File: config.mk
export PLATFORM = sky130hd
export DESIGN_NAME = mem_seq_master
export DESIGN_NICKNAME = d
export VERILOG_FILES = /design/src/rtl/mem_seq_pkg.sv /design/src/rtl/mem_seq_master.sv
export SDC_FILE = /design/constraint.sdc
export NUM_CORES = 1
export LEC_CHECK = 0
export BUFFER_PORTS_ARGS = -buffer_cell sky130_fd_sc_hd__buf_4
export CORE_ASPECT_RATIO = 1.75
export CORE_UTILIZATION = 50
export DETAILED_ROUTE_END_ITERATION = 12
export MAX_ROUTING_LAYER = met4
export PLACE_DENSITY = 0.75
export REMOVE_ABC_BUFFERS = 1
export SLEW_MARGIN = 20
export SYNTH_ARGS = -nofsm -noshare
export SYNTH_HDL_FRONTEND = slang
export SYNTH_SLANG_ARGS = --single-unit
File: constraint.sdc
create_clock -name clk -period 3.15 [get_ports clk]
set_clock_uncertainty 0.05 [all_clocks]
set_input_delay 0.63 -clock clk [delete_from_list [all_inputs] [get_ports clk]]
set_output_delay 0.63 -clock clk [all_outputs]
set_load 0.02 [all_outputs]
File: src/rtl/mem_seq_pkg.sv
// Shared encodings and defaults for the reg_data_mem block sequencer.
package mem_seq_pkg;

    localparam int AW      = 4;
    localparam int DW      = 16;
    localparam int LW      = 5;
    localparam int MAX_LEN = 16;

    typedef enum logic [1:0] {
        OP_FILL = 2'b00,
        OP_DUMP = 2'b01,
        OP_COPY = 2'b10,
        OP_RSVD = 2'b11
    } op_e;

    typedef enum logic [2:0] {
        S_IDLE,
        S_FILL,
        S_DUMP_RD,
        S_DUMP_OUT,
        S_COPY_RD,
        S_COPY_WR,
        S_DONE,
        S_ERR
    } state_e;

endpackage

File: src/rtl/mem_seq_master.sv
// Block-command initiator for reg_data_mem: FILL, DUMP (valid/ready stream) and COPY,
// sequencing addr/data_in/MemWrite/MemRead one access per cycle.
//
// state      | meaning
// S_IDLE     | cmd_ready high, waiting for a command
// S_FILL     | write seed+i to dst+i, one word per cycle
// S_DUMP_RD  | read src+i, capture into rd_data
// S_DUMP_OUT | hold rd_data/rd_valid until rd_ready
// S_COPY_RD  | read src+i into the word latch
// S_COPY_WR  | write the latched word to dst+i
// S_DONE     | one-cycle done pulse
// S_ERR      | one-cycle err pulse (reserved op or len too large)
module mem_seq_master
    import mem_seq_pkg::*;
#(
    parameter int AW = mem_seq_pkg::AW,
    parameter int DW = mem_seq_pkg::DW,
    parameter int LW = mem_seq_pkg::LW
) (
    input  logic          clk,
    input  logic          rst,
    input  logic          cmd_valid,
    output logic          cmd_ready,
    input  logic [1:0]    cmd_op,
    input  logic [AW-1:0] cmd_src,
    input  logic [AW-1:0] cmd_dst,
    input  logic [LW-1:0] cmd_len,
    input  logic [DW-1:0] cmd_seed,
    output logic [DW-1:0] rd_data,
    output logic          rd_valid,
    input  logic          rd_ready,
    output logic          done,
    output logic          err,
    output logic [AW-1:0] mem_addr,
    output logic [DW-1:0] mem_wdata,
    input  logic [DW-1:0] mem_rdata,
    output logic          MemWrite,
    output logic          MemRead
);

    localparam logic [LW-1:0] LEN_MAX = LW'(2**AW);

    state_e        state_q, state_d;
    logic [AW-1:0] src_q, dst_q;
    logic [LW-1:0] len_q, idx_q;
    logic [DW-1:0] seed_q, word_q;
    logic [AW-1:0] off;
    logic          last;
    logic          adv;

    assign off  = idx_q[AW-1:0];
    assign last = (idx_q == len_q - LW'(1));

    always_ff @(posedge clk or posedge rst) begin
        if (rst) state_q <= S_IDLE;
        else     state_q <= state_d;
    end

    always_comb begin
        state_d   = state_q;
        cmd_ready = 1'b0;
        done      = 1'b0;
        err       = 1'b0;
        mem_addr  = '0;
        mem_wdata = '0;
        MemWrite  = 1'b0;
        MemRead   = 1'b0;
        adv       = 1'b0;
        case (state_q)
            S_IDLE: begin
                cmd_ready = 1'b1;
                if (cmd_valid) begin
                    if (op_e'(cmd_op) == OP_RSVD || cmd_len > LEN_MAX) state_d = S_ERR;
                    else if (cmd_len == '0)                           state_d = S_DONE;
                    else begin
                        case (op_e'(cmd_op))
                            OP_FILL: state_d = S_FILL;
                            OP_DUMP: state_d = S_DUMP_RD;
                            OP_COPY: state_d = S_COPY_RD;
                            default: state_d = S_ERR;
                        endcase
                    end
                end
            end
            S_FILL: begin
                MemWrite  = 1'b1;
                mem_addr  = dst_q + off;
                mem_wdata = seed_q + DW'(idx_q);
                if (last) state_d = S_DONE;
                else      adv = 1'b1;
            end
            S_DUMP_RD: begin
                MemRead  = 1'b1;
                mem_addr = src_q + off;
                state_d  = S_DUMP_OUT;
            end
            S_DUMP_OUT: begin
                if (rd_ready) begin
                    if (last) state_d = S_DONE;
                    else begin
                        adv     = 1'b1;
                        state_d = S_DUMP_RD;
                    end
                end
            end
            S_COPY_RD: begin
                MemRead  = 1'b1;
                mem_addr = src_q + off;
                state_d  = S_COPY_WR;
            end
            S_COPY_WR: begin
                MemWrite  = 1'b1;
                mem_addr  = dst_q + off;
                mem_wdata = word_q;
                if (last) state_d = S_DONE;
                else begin
                    adv     = 1'b1;
                    state_d = S_COPY_RD;
                end
            end
            S_DONE: begin
                done    = 1'b1;
                state_d = S_IDLE;
            end
            S_ERR: begin
                err     = 1'b1;
                state_d = S_IDLE;
            end
            default: state_d = S_IDLE;
        endcase
    end

    // Command fields are only sampled on the accept edge.
    always_ff @(posedge clk or posedge rst) begin
        if (rst) begin
            src_q    <= '0;
            dst_q    <= '0;
            len_q    <= '0;
            seed_q   <= '0;
            idx_q    <= '0;
            word_q   <= '0;
            rd_data  <= '0;
            rd_valid <= 1'b0;
        end else begin
            if (cmd_valid && cmd_ready) begin
                src_q  <= cmd_src;
                dst_q  <= cmd_dst;
                len_q  <= cmd_len;
                seed_q <= cmd_seed;
                idx_q  <= '0;
            end
            if (adv) idx_q <= idx_q + LW'(1);
            if (state_q == S_DUMP_RD) begin
                rd_data  <= mem_rdata;
                rd_valid <= 1'b1;
            end
            if (state_q == S_DUMP_OUT && rd_ready) rd_valid <= 1'b0;
            if (state_q == S_COPY_RD) word_q <= mem_rdata;
        end
    end

endmodule

Word-level counts from Yosys, hierarchy flattened
Cells that the tools add are included.

Register bits after elaboration: 70. Input port bits: 51. Word-level logic and storage cells: 64.

Add/subtract/negate cells: 5. Order comparisons: 1. Eq/ne operators: 14. Mux-type cells: 23. Reductions and logical operators: 12.

Operator list (count): case mux 16 bit (2 select lines) (1); case mux 3 bit (7 select lines) (1); two-way mux 3 bit (6); adder 16 x 5 -> 16 bit (1); == test 3 bit (second input constant) (4); two-way mux 5 bit (2); two-way mux 1 bit (9); case mux 3 bit (3 select lines) (1); adder 4 bit (2); case mux 4 bit (2 select lines) (1); == test 3 x 2 -> 1 bit (second input constant) (2); inequality test 2 bit (second input constant) (3); OR reduction 2 bit (3); adder 5 x 1 -> 5 bit (second input constant) (1); == test 5 bit (1); > comparator 5 bit (second input constant) (1); zero test 5 bit (1); subtractor 5 x 1 -> 5 bit (second input constant) (1); == test 2 bit (second input constant) (2); nonzero test 2 bit (2); == test 3 x 1 -> 1 bit (second input constant) (1); zero test 3 bit (1); AND reduction 3 bit (1); == test 2 x 1 -> 1 bit (second input constant) (1); 5 further kinds (6).

Logic depth before layout (Yosys ltp)
Depth in word-level cells: 6. Mapped depth: 11. Depth with buffers taken out: 9.

Worst setup path before layout
Ideal clock, no wire load.

Kind: register to output. Start point: register idx_q[0]. End point: output port mem_wdata[12]. Arrival: 2.265 ns. Data required time: 2.470 ns. Slack: 0.205 ns. Cell stages (with the launch flop): 9. Path buffers: 0. Cells stage by stage: dfrtp_1 -> ha_1 -> inv_1 -> fa_1 -> nor2b_1 -> o31a_1 -> o21ai_0 -> xor2_1 -> a211oi_1.

Word-level cells in the longest chain between the ends: 2.

Ends and longest elaborated chain: start, declared (RTL line mem_seq_master.sv:45) `logic [LW-1:0] len_q, idx_q;`; start signal, assigned (RTL line mem_seq_master.sv:152) `if (adv) idx_q <= idx_q + LW'(1);`; adder 16 x 5 -> 16 bit (RTL line mem_seq_master.sv:88) `mem_wdata = seed_q + DW'(idx_q);`; case mux 16 bit (2 select lines) (RTL line mem_seq_master.sv:69) `case (state_q)`; end, declared (RTL line mem_seq_master.sv:35) `output logic [DW-1:0] mem_wdata,`.

No other way between the ends.

Final worst setup path
Start point: register idx_q[0]. End point: output port mem_wdata[14].

The elaborated chain is that of the path after synthesis.

==> impl_summary.log <==
[metrics] run status: complete, no violations
[metrics] input/output buffers: 92
[metrics] Area Growth Syn to Fin: 29.5%
[metrics] largest net degree at the start of global routing: 31
[metrics] die height: 119 um
[metrics] first-pass iteration count of the detailed router: 4
[metrics] sequential fraction of design power: 28.6%
[metrics] Layout Cell Area excl Fill: 0.00507 sq mm
[metrics] complex-gate fraction of the synthesized area: 11.3%
[metrics] warnings from Yosys: 0
[metrics] Avg WL per Cell: 16.1 um
[metrics] portion of the post-synthesis area used by sequential elements: 44.7%
[metrics] worst-case clock buffer depth: 2
[metrics] setup repair after global routing missed its margin: yes
[metrics] largest family of logic cells by synthesized area: simple AND/OR/NAND/NOR gates
[metrics] num rows: 42
[metrics] Switching Share: 43.3%
[metrics] Synth cell types: 57
[metrics] Rel. slew slack: 53.4%
[metrics] clock buffer count from CTS: 9
[metrics] period utilisation layout: 97.4%
[metrics] Detail Route Antenna Nets: 0
[metrics] Crit path largest cell delay: 0.38 ns
[metrics] Worst setup SP type: register
[metrics] number of instances in the synthesized netlist: 409
[metrics] worst path bufs/invs: 2
[metrics] slack of the worst reg-to-reg path: 0.91 ns
[metrics] minimum clock period after layout: 3.07 ns
[metrics] later-pin clock latency in the skew report: 0.33 ns
[metrics] clock slew at reported path FFs: 0.05 ns
[metrics] cell area after placement: 0.00470 sq mm
[metrics] fraction of power consumed by the clock network: 14.7%
[metrics] TritonCTS clock tree: done
[metrics] Hold Path Class: primary input to async pin
[metrics] number of global-route vias before repair: 3,511
[metrics] total wire length: 9730 um
[metrics] cell type contributing the most total cell area after synthesis: sky130_fd_sc_hd__dfrtp_1
[metrics] via total after detailed routing: 3,324
[metrics] overall power: 5970 uW
[metrics] endpoint required time on the critical path: 2.47 ns
[metrics] most area-consuming cells after synthesis: sky130_fd_sc_hd__dfrtp_1, sky130_fd_sc_hd__nand2_1, sky130_fd_sc_hd__mux2_2, sky130_fd_sc_hd__ha_1, sky130_fd_sc_hd__xor2_1
[metrics] number of antenna diodes: 0
[metrics] global-route wire length before repair: 15,900 um
[metrics] average size of a mapped cell: 9.58 sq um
[metrics] maximum frequency from static timing analysis: 326 MHz
[metrics] portion of total power attributed to combinational logic: 56.7%
[metrics] Hold-fix buffers, CTS: 0
[metrics] Mapped Area: 0.00392 sq mm
[metrics] final net count: 578
[metrics] via density per instance: 5.51
[metrics] commonest register cell after synthesis: sky130_fd_sc_hd__dfrtp_1
[metrics] number of antenna violations at the first check in global routing: 0
[metrics] proportion of synthesized area in mux cells: 10.6%
[metrics] largest fanout on the critical path: 6
[metrics] global router's overall resource usage: 27.2%
[metrics] Static Leak: 0.00244 uW
[metrics] pin slew with the least headroom to its limit: 0.698 ns
[metrics] cell with the largest stage delay on the worst path: sky130_fd_sc_hd__dfrtp_1
[metrics] final hold violations: 0
[metrics] Power Density: 1180 mW/mm^2
[metrics] fraction of layout instances using a drive strength above 1: 35.3%
[metrics] remaining global-route overflow: 0
[metrics] class of the most critical setup path: register to output pin
[metrics] number of DRC violations after detailed-routing iteration 0: 151
[metrics] total number of clock tree sinks: 70
[metrics] CP delay by family, top: compound AO/OA/AOI/OAI gates
[metrics] number of H-tree levels: 3
[metrics] type of destination of the critical path: output pin
[metrics] Die Outline Area: 0.00820 sq mm
[metrics] Net Switching: 2580 uW
[metrics] largest vdd supply drop: 0.680 mV
[metrics] clock tree root buffer cell: sky130_fd_sc_hd__clkbuf_16
[metrics] I/O pin total: 93
[metrics] proportion of netlist area held by the largest area contributor: 44.7%
[metrics] synthesized-area fraction occupied by adder cells: 5.43%
[metrics] residual DRC count: 0
[metrics] starting utilization of the core area: 51.8%
[metrics] Final Max Slew Viols: 0
[metrics] Arrival @ worst endpoint: 2.39 ns
[metrics] HPWL after DPL: 7370 um
[metrics] post-synthesis share of cell area spent on and, or, nand and nor gates: 18.8%
[metrics] gpl congestion: 0.911
[metrics] count of flip-flops with a built-in enable after synthesis: 0
[metrics] xor/xnor share of the synthesized area: 4.25%
[metrics] FF+latch count, synth: 70
[metrics] internal portion of total power: 3380 uW
[metrics] proportion of synthesized flip-flops having asynchronous set or reset: 100%
[metrics] CORE AREA: 0.00757 sq mm
[metrics] post-route worst hold slack: 0.264 ns
[metrics] number of maximum-capacitance constraint violations: 0
[metrics] Die W: 68.9 um
[metrics] cell breakdown of the critical path: ha_4 > inv_1 > fa_2 > nor2b_2 > o31a_1 > o2111ai_1 > xor2_1 > a21oi_1 > buf_4
[metrics] number of failing setup endpoints in the final timing report: 0
==> Yosys cell counts, drive strengths merged, types with 2 or more instances <==
cell / count
buf: 17
inv: 19
o31ai: 2
fa: 2
a21oi: 12
nand3: 5
o21bai: 2
a211oi: 6
nand2b: 4
dfrtp: 70
o22ai: 2
nand2: 100
xor2: 15
o211ai: 2
mux2i: 4
xnor2: 4
mux2: 33
o31a: 3
nor4: 2
o2111ai: 3
a21o: 3
nor2: 26
ha: 13
a31oi: 3
or2: 2
o21ai: 26
nor3: 8
nand4: 2
nor2b: 3
==> layout by cell type, fill, tap and decap left out, types with 5 or more instances in the layout <==
cell                        instances
sky130_fd_sc_hd__a21oi_1           10
sky130_fd_sc_hd__buf_4            111
sky130_fd_sc_hd__clkbuf_16          9
sky130_fd_sc_hd__dfrtp_1           68
sky130_fd_sc_hd__ha_1              10
sky130_fd_sc_hd__inv_1             18
sky130_fd_sc_hd__mux2_2            32
sky130_fd_sc_hd__nand2_1          100
sky130_fd_sc_hd__nor2_1            26
sky130_fd_sc_hd__nor3_1             5
sky130_fd_sc_hd__o21ai_0           22
sky130_fd_sc_hd__xor2_1            15
==> cell families after synthesis <==
| family | count (synthesis) |
|---|---|
| mux | 37 |
| xor+xnor | 19 |
| fa+ha+maj | 16 |
| compound gates | 68 |
| flops | 70 |
| simple gates | 161 |
| buf+inv | 38 |
==> through the flow <==
stage          utilization [%]  worst slack [ns]  instances  setup TNS [ns]
3_3_place_gp              62.1             0.260        584               0
4_1_cts                   66.1           0.00583        601               0
3_5_place_dp              62.1             0.226        584               0
2_1_floorplan                -             0.151        390               0
6_report                  67.0            0.0832        603               0
5_1_grt                   67.0           -0.0701        603          -0.116
==> worst register-to-register path, stage by stage (launching register included) <==
cell and delay [ns]:
sky130_fd_sc_hd__dfrtp_1 0.60, sky130_fd_sc_hd__buf_4 0.26, sky130_fd_sc_hd__nor2b_1 0.08, sky130_fd_sc_hd__o21ai_0 0.49
sky130_fd_sc_hd__o21bai_2 0.31, sky130_fd_sc_hd__mux2_4 0.34
==> sequential cells by signal (all words and copies together), names as in the netlist, 3 cells and up <==
| signal | count |
|---|---|
| src_q | 4 |
| idx_q | 5 |
| len_q | 5 |
| rd_data | 16 |
| state_q | 3 |
| dst_q | 4 |
| word_q | 16 |
| seed_q | 16 |
==> area by class of cell <==
type,count,area (sq um)
fill,653,2490
multi-input combinational,301,2050
sequential,70,1750
timing repair buffer,111,833
clock buffer,12,246
tap,88,110
inverter,19,71.3
clock inverter,2,10.0
==> worst paths after layout <==
| check | start | cells after the start | to |
|---|---|---|---|
| worst max register to register | state_q[2]$_DFFE_PP0P_ | 5 | idx_q[1]$_DFFE_PP0P_ |
| worst min register to register | src_q[3]$_DFFE_PP0P_ | 2 | src_q[3]$_DFFE_PP0P_ |
| worst max-delay path | idx_q[0]$_DFFE_PP0P_ | 9 | mem_wdata[14] |
| min in group clk | src_q[3]$_DFFE_PP0P_ | 2 | src_q[3]$_DFFE_PP0P_ |
| max in group asynchronous | rst | 3 | idx_q[1]$_DFFE_PP0P_ |
| worst min-delay path | rst | 2 | rd_data[3]$_DFFE_PP0P_ |
==> what timing repair did <==
action,CTS,global route
pin swaps,2,5
setup buffers,3,2
endpoints found under the setup margin,8,11
resized for setup,8,10
==> metal layers <==
layer  global-route usage [%]  wire, um
met4                     14.7       381
met5                        -         0
met2                     46.4      5490
met3                     4.60       391
met1                     28.3      3470
==> power by group through the flow <==
stage | Clock, uW | Combinational [uW] | Sequential [uW]
after floorplan | 0 | 1910 | 1790
after global placement | 0 | 3180 | 1680
after detailed placement | 0 | 3230 | 1700
after CTS | 903 | 3330 | 1690
after global routing | 936 | 3690 | 1760
final | 879 | 3380 | 1710
(Power assumes the default switching activity.)
